===== src/rtl/alu_pkg.sv =====
// alu_pkg: shared definitions for the ALU issue path.
//   - ALU selector codes understood by the registered ALU (0x1..0xD)
//   - instruction opcode constants decoded by alu_issue_ctrl
//   - write-back entry and in-flight tag types
//   - immediate-extension helpers
package alu_pkg;

    // ALU selector codes; 0x0 makes the ALU return 0
    localparam logic [3:0] ALU_NOP   = 4'h0;
    localparam logic [3:0] ALU_ADD   = 4'h1;
    localparam logic [3:0] ALU_SUB   = 4'h2;
    localparam logic [3:0] ALU_SLL   = 4'h3;
    localparam logic [3:0] ALU_SRL   = 4'h4;
    localparam logic [3:0] ALU_SRA   = 4'h5;
    localparam logic [3:0] ALU_LTU   = 4'h6;
    localparam logic [3:0] ALU_LT    = 4'h7;
    localparam logic [3:0] ALU_NOR   = 4'h8;
    localparam logic [3:0] ALU_PASSA = 4'h9;
    localparam logic [3:0] ALU_AND   = 4'hA;
    localparam logic [3:0] ALU_OR    = 4'hB;
    localparam logic [3:0] ALU_XOR   = 4'hC;
    localparam logic [3:0] ALU_LUI   = 4'hD;

    // Opcodes
    localparam logic [5:0] OP_RTYPE = 6'h00;
    localparam logic [5:0] OP_BEQ   = 6'h04;
    localparam logic [5:0] OP_BNE   = 6'h05;
    localparam logic [5:0] OP_ADDI  = 6'h08;
    localparam logic [5:0] OP_SLTI  = 6'h0A;
    localparam logic [5:0] OP_ANDI  = 6'h0C;
    localparam logic [5:0] OP_ORI   = 6'h0D;
    localparam logic [5:0] OP_XORI  = 6'h0E;

    // Branch flavour carried alongside an op until its zero flag is known
    typedef enum logic [1:0] {
        BR_NONE = 2'd0,
        BR_EQ   = 2'd1,
        BR_NE   = 2'd2
    } br_kind_t;

    // Write-back queue entry
    typedef struct packed {
        logic [31:0] data;
        logic [4:0]  rd;
        logic        we;
        logic        branch_taken;
        logic        illegal;
    } wb_entry_t;

    // Per-op side information that travels with the ALU latency
    typedef struct packed {
        logic       valid;
        logic [4:0] rd;
        logic       we;
        br_kind_t   br;
        logic       illegal;
    } tag_t;

    function automatic logic [31:0] sext16(input logic [15:0] imm);
        return {{16{imm[15]}}, imm};
    endfunction

    function automatic logic [31:0] zext16(input logic [15:0] imm);
        return {16'h0000, imm};
    endfunction

endpackage


===== src/rtl/alu_wb_fifo.sv =====
// alu_wb_fifo: synchronous FIFO with occupancy count.
// Parameters: DEPTH (power of 2, >= 2), WIDTH (entry width).
// Ports:
//   clk, rst_n   clock, asynchronous active-low reset (empties the FIFO)
//   push, push_data   write an entry (caller guarantees no push when full
//                     unless a pop happens on the same edge)
//   pop          remove the head entry (caller guarantees not empty)
//   pop_data     head entry (undefined while empty)
//   empty        no entries
//   count        number of entries, 0..DEPTH
module alu_wb_fifo #(
    parameter int unsigned DEPTH = 4,
    parameter int unsigned WIDTH = 8
) (
    input  logic                       clk,
    input  logic                       rst_n,
    input  logic                       push,
    input  logic [WIDTH-1:0]           push_data,
    input  logic                       pop,
    output logic [WIDTH-1:0]           pop_data,
    output logic                       empty,
    output logic [$clog2(DEPTH):0]     count
);

    localparam int unsigned AW = $clog2(DEPTH);

    logic [WIDTH-1:0] mem [DEPTH];
    logic [AW-1:0]    wr_ptr;
    logic [AW-1:0]    rd_ptr;

    // Pointers wrap naturally because DEPTH is a power of 2
    always_ff @(posedge clk or negedge rst_n) begin
        if (!rst_n) begin
            wr_ptr <= '0;
            rd_ptr <= '0;
            count  <= '0;
        end else begin
            if (push) wr_ptr <= wr_ptr + 1'b1;
            if (pop)  rd_ptr <= rd_ptr + 1'b1;
            case ({push, pop})
                2'b10:   count <= count + 1'b1;
                2'b01:   count <= count - 1'b1;
                default: count <= count;
            endcase
        end
    end

    always_ff @(posedge clk) begin
        if (push) mem[wr_ptr] <= push_data;
    end

    assign pop_data = mem[rd_ptr];
    assign empty    = (count == '0);

endmodule


===== src/rtl/alu_issue_ctrl.sv =====
// alu_issue_ctrl: decodes instructions, issues operands to the registered
// ALU, follows the two-edge ALU latency and queues results for write-back.
// Optional build macro: PERF_CNT_EN (enables perf_issued / perf_stall).
// Ports:
//   clk, rst_n         clock shared with the ALU; async active-low reset
//   in_valid/in_ready  instruction handshake; instr, rs_data, rt_data operands
//   alu_sel/a/b        registered ALU controls
//   alu_result/zero    ALU outputs, one edge after alu_sel/a/b change
//   wb_*               head of the write-back queue, popped by wb_ready
//   perf_issued/stall  accept and stall counters (0 unless PERF_CNT_EN)
module alu_issue_ctrl
    import alu_pkg::*;
#(
    parameter int unsigned OUT_DEPTH = 4
) (
    input  logic        clk,
    input  logic        rst_n,
    input  logic        in_valid,
    output logic        in_ready,
    input  logic [31:0] instr,
    input  logic [31:0] rs_data,
    input  logic [31:0] rt_data,
    output logic [3:0]  alu_sel,
    output logic [31:0] alu_a,
    output logic [31:0] alu_b,
    input  logic [31:0] alu_result,
    input  logic        alu_zero,
    output logic        wb_valid,
    input  logic        wb_ready,
    output logic [31:0] wb_data,
    output logic [4:0]  wb_rd,
    output logic        wb_we,
    output logic        wb_branch_taken,
    output logic        wb_illegal,
    output logic [31:0] perf_issued,
    output logic [31:0] perf_stall
);

    localparam int unsigned AW = $clog2(OUT_DEPTH);
    localparam int unsigned CW = AW + 2;

    // Instruction fields
    logic [5:0]  opcode;
    logic [4:0]  f_rt;
    logic [4:0]  f_rd;
    logic [15:0] imm16;
    logic [5:0]  funct;
    logic        unused_instr_bits;

    assign opcode = instr[31:26];
    assign f_rt   = instr[20:16];
    assign f_rd   = instr[15:11];
    assign imm16  = instr[15:0];
    assign funct  = instr[5:0];
    // Register values arrive pre-read, so rs and shamt fields are not needed
    assign unused_instr_bits = ^{instr[25:21], instr[10:6]};

    // Decode
    logic [3:0]  dec_sel;
    logic [31:0] dec_a;
    logic [31:0] dec_b;
    logic [4:0]  dec_rd;
    logic        dec_we;
    br_kind_t    dec_br;
    logic        dec_ill;

    always_comb begin
        dec_sel = ALU_NOP;
        dec_a   = '0;
        dec_b   = '0;
        dec_rd  = '0;
        dec_we  = 1'b0;
        dec_br  = BR_NONE;
        dec_ill = 1'b0;
        case (opcode)
            OP_RTYPE: begin
                if (funct[5:4] == 2'b00 && funct[3:0] != 4'h0 && funct[3:0] <= ALU_LUI) begin
                    dec_sel = funct[3:0];
                    dec_a   = rs_data;
                    dec_b   = rt_data;
                    dec_rd  = f_rd;
                    dec_we  = 1'b1;
                end else begin
                    dec_ill = 1'b1;
                end
            end
            OP_ADDI: begin
                dec_sel = ALU_ADD;
                dec_a   = rs_data;
                dec_b   = sext16(imm16);
                dec_rd  = f_rt;
                dec_we  = 1'b1;
            end
            OP_SLTI: begin
                dec_sel = ALU_LT;
                dec_a   = rs_data;
                dec_b   = sext16(imm16);
                dec_rd  = f_rt;
                dec_we  = 1'b1;
            end
            OP_ANDI: begin
                dec_sel = ALU_AND;
                dec_a   = rs_data;
                dec_b   = zext16(imm16);
                dec_rd  = f_rt;
                dec_we  = 1'b1;
            end
            OP_ORI: begin
                dec_sel = ALU_OR;
                dec_a   = rs_data;
                dec_b   = zext16(imm16);
                dec_rd  = f_rt;
                dec_we  = 1'b1;
            end
            OP_XORI: begin
                dec_sel = ALU_XOR;
                dec_a   = rs_data;
                dec_b   = zext16(imm16);
                dec_rd  = f_rt;
                dec_we  = 1'b1;
            end
            OP_BEQ: begin
                dec_sel = ALU_SUB;
                dec_a   = rs_data;
                dec_b   = rt_data;
                dec_br  = BR_EQ;
            end
            OP_BNE: begin
                dec_sel = ALU_SUB;
                dec_a   = rs_data;
                dec_b   = rt_data;
                dec_br  = BR_NE;
            end
            default: dec_ill = 1'b1;
        endcase
    end

    // Credit check: queued entries plus ops still inside the ALU latency
    // never exceed OUT_DEPTH, so a push always finds room.
    tag_t          tag_s1;
    tag_t          tag_s2;
    logic [AW:0]   fifo_count;
    logic [CW-1:0] credits_used;
    logic          accept;

    assign credits_used = CW'(fifo_count) + CW'(tag_s1.valid) + CW'(tag_s2.valid);
    assign in_ready     = credits_used < CW'(OUT_DEPTH);
    assign accept       = in_valid && in_ready;

    // Issue registers hold their value while idle
    always_ff @(posedge clk or negedge rst_n) begin
        if (!rst_n) begin
            alu_sel <= '0;
            alu_a   <= '0;
            alu_b   <= '0;
        end else if (accept) begin
            alu_sel <= dec_sel;
            alu_a   <= dec_a;
            alu_b   <= dec_b;
        end
    end

    // Tag pipe: stage 1 lines up with the issue registers, stage 2 with the
    // ALU output register, so alu_result belongs to tag_s2 when it is valid.
    always_ff @(posedge clk or negedge rst_n) begin
        if (!rst_n) begin
            tag_s1 <= '0;
            tag_s2 <= '0;
        end else begin
            tag_s1.valid   <= accept;
            tag_s1.rd      <= dec_rd;
            tag_s1.we      <= dec_we;
            tag_s1.br      <= dec_br;
            tag_s1.illegal <= dec_ill;
            tag_s2         <= tag_s1;
        end
    end

    // Write-back queue
    wb_entry_t push_entry;
    wb_entry_t head_entry;
    logic      fifo_empty;
    logic      pop;

    always_comb begin
        push_entry              = '0;
        push_entry.data         = alu_result;
        push_entry.rd           = tag_s2.rd;
        push_entry.we           = tag_s2.we;
        push_entry.illegal      = tag_s2.illegal;
        push_entry.branch_taken = ((tag_s2.br == BR_EQ) &&  alu_zero) ||
                                  ((tag_s2.br == BR_NE) && !alu_zero);
    end

    assign pop = wb_valid && wb_ready;

    alu_wb_fifo #(
        .DEPTH (OUT_DEPTH),
        .WIDTH ($bits(wb_entry_t))
    ) u_wb_fifo (
        .clk       (clk),
        .rst_n     (rst_n),
        .push      (tag_s2.valid),
        .push_data (push_entry),
        .pop       (pop),
        .pop_data  (head_entry),
        .empty     (fifo_empty),
        .count     (fifo_count)
    );

    // Fields read as zero whenever the queue is empty
    assign wb_valid        = !fifo_empty;
    assign wb_data         = wb_valid ? head_entry.data         : '0;
    assign wb_rd           = wb_valid ? head_entry.rd           : '0;
    assign wb_we           = wb_valid ? head_entry.we           : 1'b0;
    assign wb_branch_taken = wb_valid ? head_entry.branch_taken : 1'b0;
    assign wb_illegal      = wb_valid ? head_entry.illegal      : 1'b0;

`ifdef PERF_CNT_EN
    always_ff @(posedge clk or negedge rst_n) begin
        if (!rst_n) begin
            perf_issued <= '0;
            perf_stall  <= '0;
        end else begin
            if (accept)               perf_issued <= perf_issued + 32'd1;
            if (in_valid && !in_ready) perf_stall  <= perf_stall + 32'd1;
        end
    end
`else
    assign perf_issued = '0;
    assign perf_stall  = '0;
`endif

endmodule


===== config.mk =====
export PLATFORM = sky130hd
export DESIGN_NAME = alu_issue_ctrl
export DESIGN_NICKNAME = d
export VERILOG_FILES = /design/src/rtl/alu_pkg.sv /design/src/rtl/alu_wb_fifo.sv /design/src/rtl/alu_issue_ctrl.sv
export SDC_FILE = /design/constraint.sdc
export NUM_CORES = 1
export LEC_CHECK = 0
export CAP_MARGIN = 5
export CORE_MARGIN = 4
export CORE_UTILIZATION = 48
export DETAILED_ROUTE_END_ITERATION = 10
export PLACE_DENSITY = 0.81
export SLEW_MARGIN = 20
export SYNTH_ARGS = -nofsm -noshare
export SYNTH_HDL_FRONTEND = slang
export SYNTH_SLANG_ARGS = --single-unit
export TNS_END_PERCENT = 20

===== constraint.sdc =====
create_clock -name clk -period 2.45 [get_ports clk]
set_input_delay 0.6125 -clock clk [delete_from_list [all_inputs] [get_ports clk]]
set_output_delay 0.6125 -clock clk [all_outputs]
set_load 0.01 [all_outputs]

# --- Yosys cells after proc, flatten, opt, wreduce, memory -nomap -nowiden ---
# Memories as Yosys holds them, arrays and structs flattened.
# Index checks and enable logic that the tools add are counted.
totals:
  register_bits: 95
  ram_bits: 160
  input_bits: 133
  output_inout_bits: 174
  mem_count: 1
op_classes:
  n_addsub: 6
  order_cmp: 2
  n_eq_ne: 11
  muxes: 21
  reduce_logical: 19
mem_list:
  columns: ["memory", "words", "width", "rd", "rd_ports_with_merged_regs", "write_ports", "line", "source"]
  rows:
  - ["u_wb_fifo.mem", 4, 40, 1, 0, 1, "alu_wb_fifo.sv:27", "logic [WIDTH-1:0] mem [DEPTH];"]
op_table:
  columns: ["op", "count"]
  rows:
  - ["32-bit one-hot mux with 4 select lines", 1]
  - ["32-bit 2-to-1 mux", 3]
  - ["32-bit one-hot mux with 2 select lines", 1]
  - ["6-bit by 4-bit equality test with 1-bit output, second input constant", 5]
  - ["4-bit one-hot mux with 7 select lines", 1]
  - ["6-bit by 3-bit equality test with 1-bit output, second input constant", 2]
  - ["5-bit 2-to-1 mux", 2]
  - ["5-bit one-hot mux with 2 select lines", 1]
  - ["1-bit 2-to-1 mux", 7]
  - ["7-bit OR reduction", 1]
  - ["1-bit logical AND", 6]
  - ["6-bit logical NOT", 1]
  - ["3-bit one-hot mux with 2 select lines", 1]
  - ["5-bit OR reduction", 1]
  - ["2-bit by 1-bit adder with 2-bit output, second input constant", 2]
  - ["3-bit by 1-bit adder with 4-bit output", 1]
  - ["4-bit by 1-bit adder with 4-bit output", 1]
  - ["2-bit by 1-bit equality test with 1-bit output, second input constant", 2]
  - ["2-bit equality test, second input constant", 2]
  - ["4-bit <= comparator, second input constant", 1]
  - ["4-bit by 3-bit < comparator with 1-bit output, second input constant", 1]
  - ["4-bit 2-to-1 mux", 1]
  - ["1-bit one-hot mux with 2 select lines", 2]
  - ["2-bit one-hot mux with 2 select lines", 1]
  - ["other kinds (10)", 12]

# --- Longest topological paths before layout ---
logic_depth:
  ltp_word: 5
  ltp_mapped: 8
  depth_no_buf: 8

# --- Cells and area by module ---
# Synthesis repeated with hierarchy kept, for this count alone.
hier_totals:
  cells_unflattened: 694
  hier_area_um2: 10771.6
by_module_without_submodules:
  columns: ["module", "instances", "cells_each", "area_each_um2"]
  rows:
  - ["alu_wb_fifo", 1, 246, 6216.0]
  - ["alu_issue_ctrl", 1, 448, 4555.6]

# --- Worst setup path after synthesis ---
# No wires, ideal clock.
synth_timing:
  path_kind: "flip-flop to output port"
  from: "register u_wb_fifo.rd_ptr[0]"
  to: "output wb_data[0]"
  arrival_ps: 1551
  path_slack_ps: 287
  stages_incl_launch_ff: 5
  path_buffers: 2
  cell_sequence: "dfrtp_1 > clkbuf_1 > buf_2 > mux4_2 > and2_1"
synth_between:
  elab_chain_cells: 2
synth_lines:
  columns: ["item", "line", "source"]
  rows:
  - ["start: declaration", "alu_wb_fifo.sv:29", "logic [AW-1:0] rd_ptr;"]
  - ["start signal: assignment", "alu_wb_fifo.sv:39", "if (pop) rd_ptr <= rd_ptr + 1'b1;"]
  - ["memory 4 x 40 bit", null, null]
  - ["32-bit 2-to-1 mux", "alu_issue_ctrl.sv:213", "assign wb_data = wb_valid ? head_entry.data : '0;"]
  - ["end: declaration", "alu_issue_ctrl.sv:30", "output logic [31:0] wb_data,"]
# Every way passes these cells.

# --- Worst setup path after layout ---
layout_timing:
  from: "register u_wb_fifo.rd_ptr[0]"
  to: "output wb_data[28]"
# Same word-level chain as after synthesis.

==> results_dict.tcl <==
set metrics [dict create \
    crit_top_cell "buf_12" \
    ioPinCount 307 \
    worstSkewPairLatency_ps 520 \
    placedCellCount 1212 \
    cp_top_family "multiplexers" \
    synth.area.mux_share 0.0842 \
    first_global_vias 7000 \
    synth-simple-area-share 0.0815 \
    fin_cells 1269 \
    slew_violations 0 \
    fin_ws_ps -201 \
    cts_buffer_depth 3 \
    cp_max_fo 7 \
    crit_buf_inv 3 \
    worst-slew-pin-transition_ps 570 \
    die_area_sq_um 24800 \
    async_flop_share 0.373 \
    yosysUniqueCellTypes 47 \
    cts_root_buffer "clkbuf_16" \
    yosysWarnings 0 \
    grt_overflow_total 0 \
    syn_avg_cell_area_sq_um 15.5 \
    cts_tree "done" \
    drc 0 \
    path_clk_slew_ps 70 \
    yosysTopAreaCellShare 0.449 \
    gp_congestion 0.782 \
    die_y_um 157 \
    setup_viol 40 \
    syn_area_sq_um 10700 \
    hp-class "input port to asynchronous set/reset pin" \
    synth_ff_type "edfxtp_1" \
    track_usage 0.199 \
    crit_path_max_incr_delay_ps 500 \
    crit_required_ps 1840 \
    rr_startpoint "u_wb_fifo.count[1]$_DFFE_PN0P_" \
    synth_xor_area_frac 0.00491 \
    clock_skew_ps 17.1 \
    synthAdderAreaFrac 0.00888 \
    synth_top_area_cell "edfxtp_1" \
    maxSlewHeadroom 0.620 \
    grt_start_max_net_pins 50 \
    period_minus_slack_ps 2650 \
    postSynthCellCount 689 \
    crit_type "flip-flop to primary output" \
    synth.area.top_cells "edfxtp_1 (45%), dfrtp_1 (22%), mux4_2 (8.4%)" \
    synth_top_family_by_area "multiplexers" \
    final_common_cell "clkdlybuf4s50_1" \
    die_w_um 157 \
    drt_pass1_iterations 5 \
    ys_ff_latch 255 \
    final_cell_mix "clkdlybuf4s50_1 (194), edfxtp_1 (160), dfrtp_1 (93), conb_1 (64), mux4_2 (40)" \
    vdd_drop_max_mv 0.760 \
    synth_edf_count 160 \
    nNetsFinal 1108 \
    cts_made_buffers 27 \
    cts_htree_levels 1 \
    vias 6695 \
    start_util 0.489 \
    critPathSlowestCell "mux4_2" \
    crit_chain "buf_12 -> buf_12 -> mux4_2 -> and2_4 -> buf_6" \
    reg2reg_slack_ps 320 \
    grt_pass1_wl_mm 38.8 \
    powerDensity_nw_per_um2 1030 \
    period_share 1.08 \
    cellLeakagePower_nw 5.61 \
    ys_seq_area_frac 0.671 \
    hold_viol_final 0 \
    failed_checks "setup timing" \
    rsz0062_at_grt "yes" \
    setup.worst_path.end_class "primary output" \
    drt-initial-drc-count 257 \
    grt_antenna_before_repair 1 \
    power_mw 15.1 \
    r2r_cells 7 \
    max_freq_mhz 377 \
    dp_hpwl_mm 16.8 \
    start_kind "flip-flop" \
    status "finished with violations" \
    viasPerCell 5.28 \
    rows 54 \
    postRouteAntennaNets 0 \
    diodes 0 \
    core_sq_um 21900 \
    maxCapViolations 0 \
    routed_wl_mm 25.4 \
    clkSinkCount 255 \
    synth_compound_area_frac 0.0815 \
    arrival_ps 2040 \
    r2r_end "u_wb_fifo.count[1]$_DFFE_PN0P_" \
    io_buffer_count 237 \
    area_growth_pct 37.0 \
    wire_per_inst_um 20.0 \
    drive_gt1_frac 0.240 \
]
through the flow:
stage	utilization	hold slack, ps	worst slack, ps	area, sq um	TNS [ps]
2_1_floorplan	-	317	287	10900	0
3_3_place_gp	0.619	332	-179	13600	-10530
3_5_place_dp	0.619	335	-241	13600	-13720
4_1_cts	0.666	76.4	-221	14600	-7600
5_1_grt	0.670	117	-273	14700	-9180
6_report	0.670	84.7	-201	14700	-6580
worst register-to-register path, cell delays in order (launching register included):
cell and delay, ps:
dfrtp_1 380, or3_1 410, buf_12 200, and2_1 200
ha_1 210, inv_1 80, fa_1 400, o21ai_0 170
how the worst max path moves through the flow:
stage                                    start                   end  slack [ps]  depth (start not counted)
2_1_floorplan  u_wb_fifo.rd_ptr[0]$_DFFE_PN0N_            wb_data[0]         290                          4
3_3_place_gp                         instr[27]  alu_a[7]$_DFFE_PN0P_        -180                          6
3_5_place_dp                         instr[27]  alu_b[7]$_DFFE_PN0P_        -240                          7
4_1_cts        u_wb_fifo.rd_ptr[0]$_DFFE_PN0N_           wb_data[28]        -220                          5
5_1_grt        u_wb_fifo.rd_ptr[0]$_DFFE_PN0N_           wb_data[28]        -270                          5
6_report       u_wb_fifo.rd_ptr[0]$_DFFE_PN0N_           wb_data[28]        -200                          5
final cells by class:
cell class | instances | area [sq um]
inverter | 10 | 37.5
tap | 280 | 350
multi-input combinational | 380 | 3130
fill | 1566 | 7230
clock inverter | 20 | 236
clock buffer | 30 | 707
timing repair buffer | 294 | 3020
sequential | 255 | 7180
registers in the layout, summed over array words and instances, names as in the netlist:
register / cells
alu_b: 32
u_wb_fifo.rd_ptr: 2
alu_sel: 4
u_wb_fifo.count: 3
tag_s1: 10
u_wb_fifo.wr_ptr: 2
push_entry: 7
u_wb_fifo.mem: 160
alu_a: 32
tag_s2: 3
cell usage after synthesis (all sizes together), types with 2 or more instances:
library cell and n:
a21oi 5, o21ai 39, nand2 39, or2 3, a22o 37, xor2 4
clkbuf 20, nand2b 2, xnor2 2, nor3 3, dfrtp 95, inv 10
nor2 3, ha 6, nor4 3, and2 46, buf 87, edfxtp 160
a211oi 16, a221oi 16, nand3b 2, nor3b 33, mux4 40, nand3 3
metal layers:
layer	track usage	wire, um	vias up
met2	0.345	13100	276
met1	0.253	9630	3344
met3	0.0608	2330	34
met5	0	8	-
li1	-	-	3039
met4	0.0365	342	2
cells by family after synthesis:
kind of cell / after synthesis
flip-flops: 255
adder cells (fa/ha/maj): 7
XOR/XNOR: 6
other: 1
AO/OA/AOI/OAI: 121
multiplexers: 40
AND/OR/NAND/NOR: 142
buffers and inverters: 117
report_power, final:
group          internal (mW)  leakage, nW  switching (mW)  total [mW]
clock network           2.53        0.450            1.70        4.22
logic                   3.06         2.42            2.33        5.40
registers               5.24         2.74           0.246        5.48
repair_timing:
item                                    CTS  global route
endpoints found under the setup margin   42            41
pin swaps                                23             0
buffers inserted                          4             0
cloned                                    3             0
gates resized for setup                 207            22
hold buffers                              0             0
Power figures use the tool's default switching activity.
